<file path="src/rtl/cpri_rx_align_ctrl.sv">
// CPRI receive lane-alignment controller: waits for all lane buffers, then issues
// BURST_LEN-beat broadcast reads. Optional counters are built when CPRI_ALIGN_STATS_EN is defined.
module cpri_rx_align_ctrl #(
    parameter int LANE      = 8,
    parameter int BURST_LEN = 96,
    parameter int TIMEOUT   = 1024
) (
    input  logic            i_clk,
    input  logic            i_reset_n,
    input  logic [1:0]      i_dr_mode,
    input  logic [LANE-1:0] i_buf_vld,
    input  logic            i_tready,
    input  logic            i_hdr_vld,
    input  logic [6:0]      i_slot_idx,
    input  logic [3:0]      i_symb_idx,
    output logic            o_rd_en,
    output logic [6:0]      o_rd_addr,
    output logic            o_rd_last,
    output logic            o_flush,
    output logic            o_align_err,
    output logic [LANE-1:0] o_err_lane,
    output logic            o_resort_req,
    output logic [31:0]     o_burst_cnt,
    output logic [15:0]     o_err_cnt
);

    typedef enum logic [1:0] {ST_IDLE, ST_WAIT, ST_READ, ST_FLUSH} state_e;

    localparam int              CNT_W    = (TIMEOUT > 2) ? $clog2(TIMEOUT) : 1;
    localparam logic [CNT_W-1:0] CNT_MAX = CNT_W'(TIMEOUT - 1);
    localparam logic [6:0]      ADDR_MAX = 7'(BURST_LEN - 1);

    state_e            state_q, state_d;
    logic [CNT_W-1:0]  wait_cnt_q, wait_cnt_d;
    logic [CNT_W-1:0]  stall_cnt_q, stall_cnt_d;
    logic [6:0]        addr_q, addr_d;
    logic              align_err_q, align_err_d;
    logic [LANE-1:0]   err_lane_q, err_lane_d;
    logic              resort_q, resort_d;
    logic              mode0_done_q, mode0_done_d;
    logic              all_vld, any_vld, rd_en, timeout_evt, burst_done;

    always_comb begin
        // NOTE: every signal written here gets a default first so no path infers a latch.
        state_d      = state_q;
        wait_cnt_d   = wait_cnt_q;
        stall_cnt_d  = stall_cnt_q;
        addr_d       = addr_q;
        align_err_d  = align_err_q;
        err_lane_d   = err_lane_q;
        timeout_evt  = 1'b0;
        burst_done   = 1'b0;
        all_vld      = &i_buf_vld;
        any_vld      = |i_buf_vld;
        rd_en        = (state_q == ST_READ) & i_tready & all_vld;

        case (state_q)
            ST_IDLE: begin
                if (all_vld) begin
                    state_d     = ST_READ;
                    wait_cnt_d  = '0;
                    stall_cnt_d = '0;
                end else if (any_vld) begin
                    state_d    = ST_WAIT;
                    wait_cnt_d = '0;
                end
            end
            ST_WAIT: begin
                // Alignment is checked before the timeout so a late lane still wins.
                if (all_vld) begin
                    state_d     = ST_READ;
                    wait_cnt_d  = '0;
                    stall_cnt_d = '0;
                end else if (wait_cnt_q == CNT_MAX) begin
                    timeout_evt = 1'b1;
                end else begin
                    wait_cnt_d = wait_cnt_q + 1'b1;
                end
            end
            ST_READ: begin
                if (rd_en) begin
                    stall_cnt_d = '0;
                    if (addr_q == ADDR_MAX) begin
                        addr_d     = '0;
                        state_d    = ST_IDLE;
                        burst_done = 1'b1;
                    end else begin
                        addr_d = addr_q + 1'b1;
                    end
                end else if (stall_cnt_q == CNT_MAX) begin
                    timeout_evt = 1'b1;
                end else begin
                    stall_cnt_d = stall_cnt_q + 1'b1;
                end
            end
            default: begin
                state_d = ST_IDLE;
                addr_d  = '0;
            end
        endcase

        if (timeout_evt) begin
            state_d     = ST_FLUSH;
            addr_d      = '0;
            align_err_d = 1'b1;
            if (!align_err_q) err_lane_d = ~i_buf_vld;
        end
    end

    // Re-sort decision is registered, so the request lands one cycle after the header.
    always_comb begin
        resort_d     = 1'b0;
        mode0_done_d = mode0_done_q | i_hdr_vld;
        if (i_hdr_vld) begin
            case (i_dr_mode)
                2'd0:    resort_d = ~mode0_done_q;
                2'd1:    resort_d = (i_slot_idx == 7'd0) && (i_symb_idx == 4'd0);
                2'd2:    resort_d = (i_symb_idx == 4'd0);
                default: resort_d = 1'b0;
            endcase
        end
    end

    always_ff @(posedge i_clk) begin
        // NOTE: sequential state uses non-blocking assignments only, so every flop samples pre-edge values.
        if (!i_reset_n) begin
            state_q      <= ST_IDLE;
            wait_cnt_q   <= '0;
            stall_cnt_q  <= '0;
            addr_q       <= '0;
            align_err_q  <= 1'b0;
            err_lane_q   <= '0;
            resort_q     <= 1'b0;
            mode0_done_q <= 1'b0;
        end else begin
            state_q      <= state_d;
            wait_cnt_q   <= wait_cnt_d;
            stall_cnt_q  <= stall_cnt_d;
            addr_q       <= addr_d;
            align_err_q  <= align_err_d;
            err_lane_q   <= err_lane_d;
            resort_q     <= resort_d;
            mode0_done_q <= mode0_done_d;
        end
    end

`ifdef CPRI_ALIGN_STATS_EN
    logic [31:0] burst_cnt_q, burst_cnt_d;
    logic [15:0] err_cnt_q, err_cnt_d;

    always_comb begin
        burst_cnt_d = burst_cnt_q;
        err_cnt_d   = err_cnt_q;
        if (burst_done && (burst_cnt_q != '1)) burst_cnt_d = burst_cnt_q + 1'b1;
        if (timeout_evt && (err_cnt_q != '1))  err_cnt_d   = err_cnt_q + 1'b1;
    end

    always_ff @(posedge i_clk) begin
        if (!i_reset_n) begin
            burst_cnt_q <= '0;
            err_cnt_q   <= '0;
        end else begin
            burst_cnt_q <= burst_cnt_d;
            err_cnt_q   <= err_cnt_d;
        end
    end

    assign o_burst_cnt = burst_cnt_q;
    assign o_err_cnt   = err_cnt_q;
`else
    assign o_burst_cnt = '0;
    assign o_err_cnt   = '0;
`endif

    assign o_rd_en      = rd_en;
    assign o_rd_addr    = addr_q;
    assign o_rd_last    = rd_en & (addr_q == ADDR_MAX);
    assign o_flush      = (state_q == ST_FLUSH);
    assign o_align_err  = align_err_q;
    assign o_err_lane   = err_lane_q;
    assign o_resort_req = resort_q;

endmodule

</file>
<file path="config.mk">
export PLATFORM = sky130hd
export DESIGN_NAME = cpri_rx_align_ctrl
export DESIGN_NICKNAME = d
export VERILOG_FILES = /design/src/rtl/cpri_rx_align_ctrl.sv
export SDC_FILE = /design/constraint.sdc
export NUM_CORES = 1
export LEC_CHECK = 0
export ABC_AREA = 1
export ABC_CLOCK_PERIOD_IN_PS = 1850
export CORE_UTILIZATION = 45
export CTS_CLUSTER_SIZE = 10
export DETAILED_ROUTE_END_ITERATION = 6
export PLACE_DENSITY = 0.81
export SLEW_MARGIN = 20
export SYNTH_ARGS = -nofsm -noshare
export SYNTH_HDL_FRONTEND = slang
export SYNTH_SLANG_ARGS = --single-unit
</file>
<file path="constraint.sdc">
create_clock -name i_clk -period 1.85 [get_ports i_clk]
set_input_delay 0.185 -clock i_clk [delete_from_list [all_inputs] [get_ports i_clk]]
set_output_delay 0.185 -clock i_clk [all_outputs]
set_load 0.01 [all_outputs]
</file>
==> results.yml <==
detailed_routing:
  drt_first_pass_iters: 4
  ant_nets: 0
  drt-wirelength-per-cell_um: 9.94
  drt_wl_total_um: 5370
  via_per_inst: 4.56
  initialDrtViolationCount: 104
  num_vias: 2460
  remaining_drc_errors: 0
final_layout:
  post-route-cell-area_um2: 3270
  insertedDiodeCount: 0
  drive_above_1_share: 0.147
  mostFrequentLayoutCells: "86 x nand2_1, 50 x inv_1, 48 x conb_1, 42 x clkdlybuf4s50_1, 40 x nor2_1"
  synthToLayoutAreaGrowth_pct: 27.1
  final_nets: 500
  final_common_cell: "nand2_1"
critical_path:
  cp-end-kind: "flop"
  rr_worst_depth: 10
  crit_path_start_kind: "flop"
  worst-r2r-setup-slack_ns: 0.10
  cpPeakStageDelay_ns: 0.31
  crit_type: "flop to flop"
  cp_data_arrival_time_ns: 1.99
  worstPathCellList: "buf_4 > ha_1 > nor2_2 > inv_1 > a21oi_2 > nand2_1 > buf_4 > o21ai_1 > nand2_1 > nor2_1"
  r2r_end: "stall_cnt_q[7]"
  crit_fanout: 10
  required_ns: 2.09
  cpMaxStageDelayCell: "dfxtp_1"
  reg2reg_from: "state_q[0]"
global_routing:
  grt_pass1_vias: 2271
  grt_pass1_wl_um: 9160
  grt_overflow: 0
  grt_max_degree: 15
  antenna_found_initial: 0
  grt_use_total: 0.186
clocking:
  cts_root_buf: "clkbuf_8"
  cts_sinks: 40
  numCtsBuffers: 5
  htree_levels: 2
  clockBufferDepth: 2
  hold_buffers: 0
  cts_tree: "done"
  clock_latency_ns: 0.30
  clk_pin_slew_worst_paths_ns: 0.07
hold_path:
  hold_path.class: "flop to flop"
  hold_start: "stall_cnt_q[2]"
  hold_end: "stall_cnt_q[2]"
  holdPathStages: 2
sta:
  fmax_mhz: 572
  rsz0062_at_grt: "yes"
  tns_ns: 0
  finalSetupViolCount: 0
  finalHoldViolCount: 0
  fin_skew_ns: 0.00364
  post-route-min-period_ns: 1.75
  finalHoldWorstSlack_ns: 0.468
  finalCritPeriodShare: 0.946
  slew_viol_final: 0
die:
  core_um2: 5510
  start_util: 0.467
  rows: 27
  die_area_um2: 6020
  dieWidth_um: 77.6
  die_y_um: 77.6
  ioPinCount: 93
run_status:
  status: "completed"
yosys:
  synth_top_area_frac: 0.312
  synthDistinctLibCells: 32
  yosysTopAreaCell: "dfxtp_1"
  synth-edff-count: 0
  netlist_instances: 386
  synthFlopType: "dfxtp_1"
  ys_seq_area_frac: 0.312
  syn_area_um2: 2570
  syn_avg_cell_area_um2: 6.66
  yosysWarnings: 0
  ys_ff_latch: 40
  async_reset_ff_frac: 0
  synth_area_leaders: "dfxtp_1 31%, buf_4 14%, nand2_1 13%, inv_1 7.3%, nor2_1 6.3%"
power_and_ir_drop:
  ir_drop_uv: 750
  p_clk_frac: 0.199
  swShare: 0.405
  p_int_mw: 1.80
  power.net_switching_mw: 1.23
  p_per_area_nw_per_um2: 928
  p_comb_frac: 0.491
  p_leak_nw: 1.43
  seq_power_share: 0.310
run:
  drv_cap: 0
placement:
  placed_cell_area_um2: 3140
  finalWeightedCongestion: 0.827
  port_buffers: 44
  dp_hpwl_um: 4200
[cell type report]
type                    count  area, um2
fillers                   507       2240
clock buffers               8       90.1
multi-input cells         286       1370
inverters                  55        209
well taps                  72       90.1
repair buffers             79        698
flip-flops and latches     40        805
[stage by stage]
step           cells  power [mW]  worst slack, ns  utilization
2_1_floorplan    433        1.93            0.204            -
5_1_grt          540        3.23          -0.0133        0.593
3_5_place_dp     531        2.39           -0.103        0.571
3_3_place_gp     531        2.34          -0.0573        0.571
6_report         540        3.03            0.101        0.593
4_1_cts          539        2.99          0.00653        0.587
[cells by family (layout without fill, tap and decap cells)]
group,count (synthesis),count (layout),share of synthesized area
other cells,1,48,0.00146
simple gates,185,185,0.314
buf+inv,107,142,0.231
xor+xnor,3,3,0.0102
flops,40,40,0.312
fa+ha+maj,8,8,0.0389
compound gates,42,42,0.0925
[cells in the mapped netlist, types with 2 or more instances]
master	count
nor4_1	3
ha_1	8
nand4_1	6
buf_4	49
nand3_1	21
a21oi_2	2
inv_2	5
xor2_1	3
a21oi_1	21
o21ai_0	7
nor2_2	3
nor3_1	11
o21ai_1	6
dfxtp_1	40
nand2_1	86
inv_1	50
nand2_2	8
nor2_1	43
[critical path: cells and delay by family (launching register included)]
kind / cells / cell delay (ns)
AO/OA/AOI/OAI: 2 / 0.32
adder cells (fa/ha/maj): 1 / 0.22
buffers and inverters: 3 / 0.41
flip-flops: 1 / 0.31
AND/OR/NAND/NOR: 4 / 0.44
[how the worst max path moves through the flow]
stage | start | to | slack [ns] | cells after the start
2_1_floorplan | state_q[0] | o_err_lane[0] | 0.20 | 13
3_3_place_gp | i_buf_vld[7] | o_rd_last | -0.06 | 6
3_5_place_dp | i_buf_vld[7] | wait_cnt_q[4] | -0.10 | 13
4_1_cts | state_q[1] | stall_cnt_q[7] | 0.007 | 10
5_1_grt | state_q[0] | o_rd_addr[2] | -0.01 | 10
6_report | state_q[0] | stall_cnt_q[7] | 0.10 | 10
[state kept, by name (all words and copies together), names as in the netlist]
signal	flops
o_align_err	1
stall_cnt_q	10
mode0_done_q	1
state_q	2
o_resort_req	1
wait_cnt_q	10
o_err_lane	8
o_rd_addr	7
[power groups by stage]
stage / logic [mW] / registers (mW) / clock network (mW)
finish: 1.49 / 0.940 / 0.603
floorplan: 0.964 / 0.967 / 0
global route: 1.65 / 0.948 / 0.637
global placement: 1.38 / 0.956 / 0
detailed placement: 1.43 / 0.957 / 0
CTS: 1.44 / 0.937 / 0.614
[timing repair]
| action | CTS | global route |
|---|---|---|
| buffers inserted | 0 | 1 |
| cloned | 0 | 0 |
| pin swaps | 0 | 4 |
| endpoints found under the setup margin | 2 | 30 |
| gates resized for setup | 2 | 14 |
[layer usage]
metal	routed length [um]	global-route usage
met1	2430	0.215
met5	0	0
met3	218	0.0435
met4	94	0.0698
met2	2620	0.330
Power figures use the tool's default switching activity.
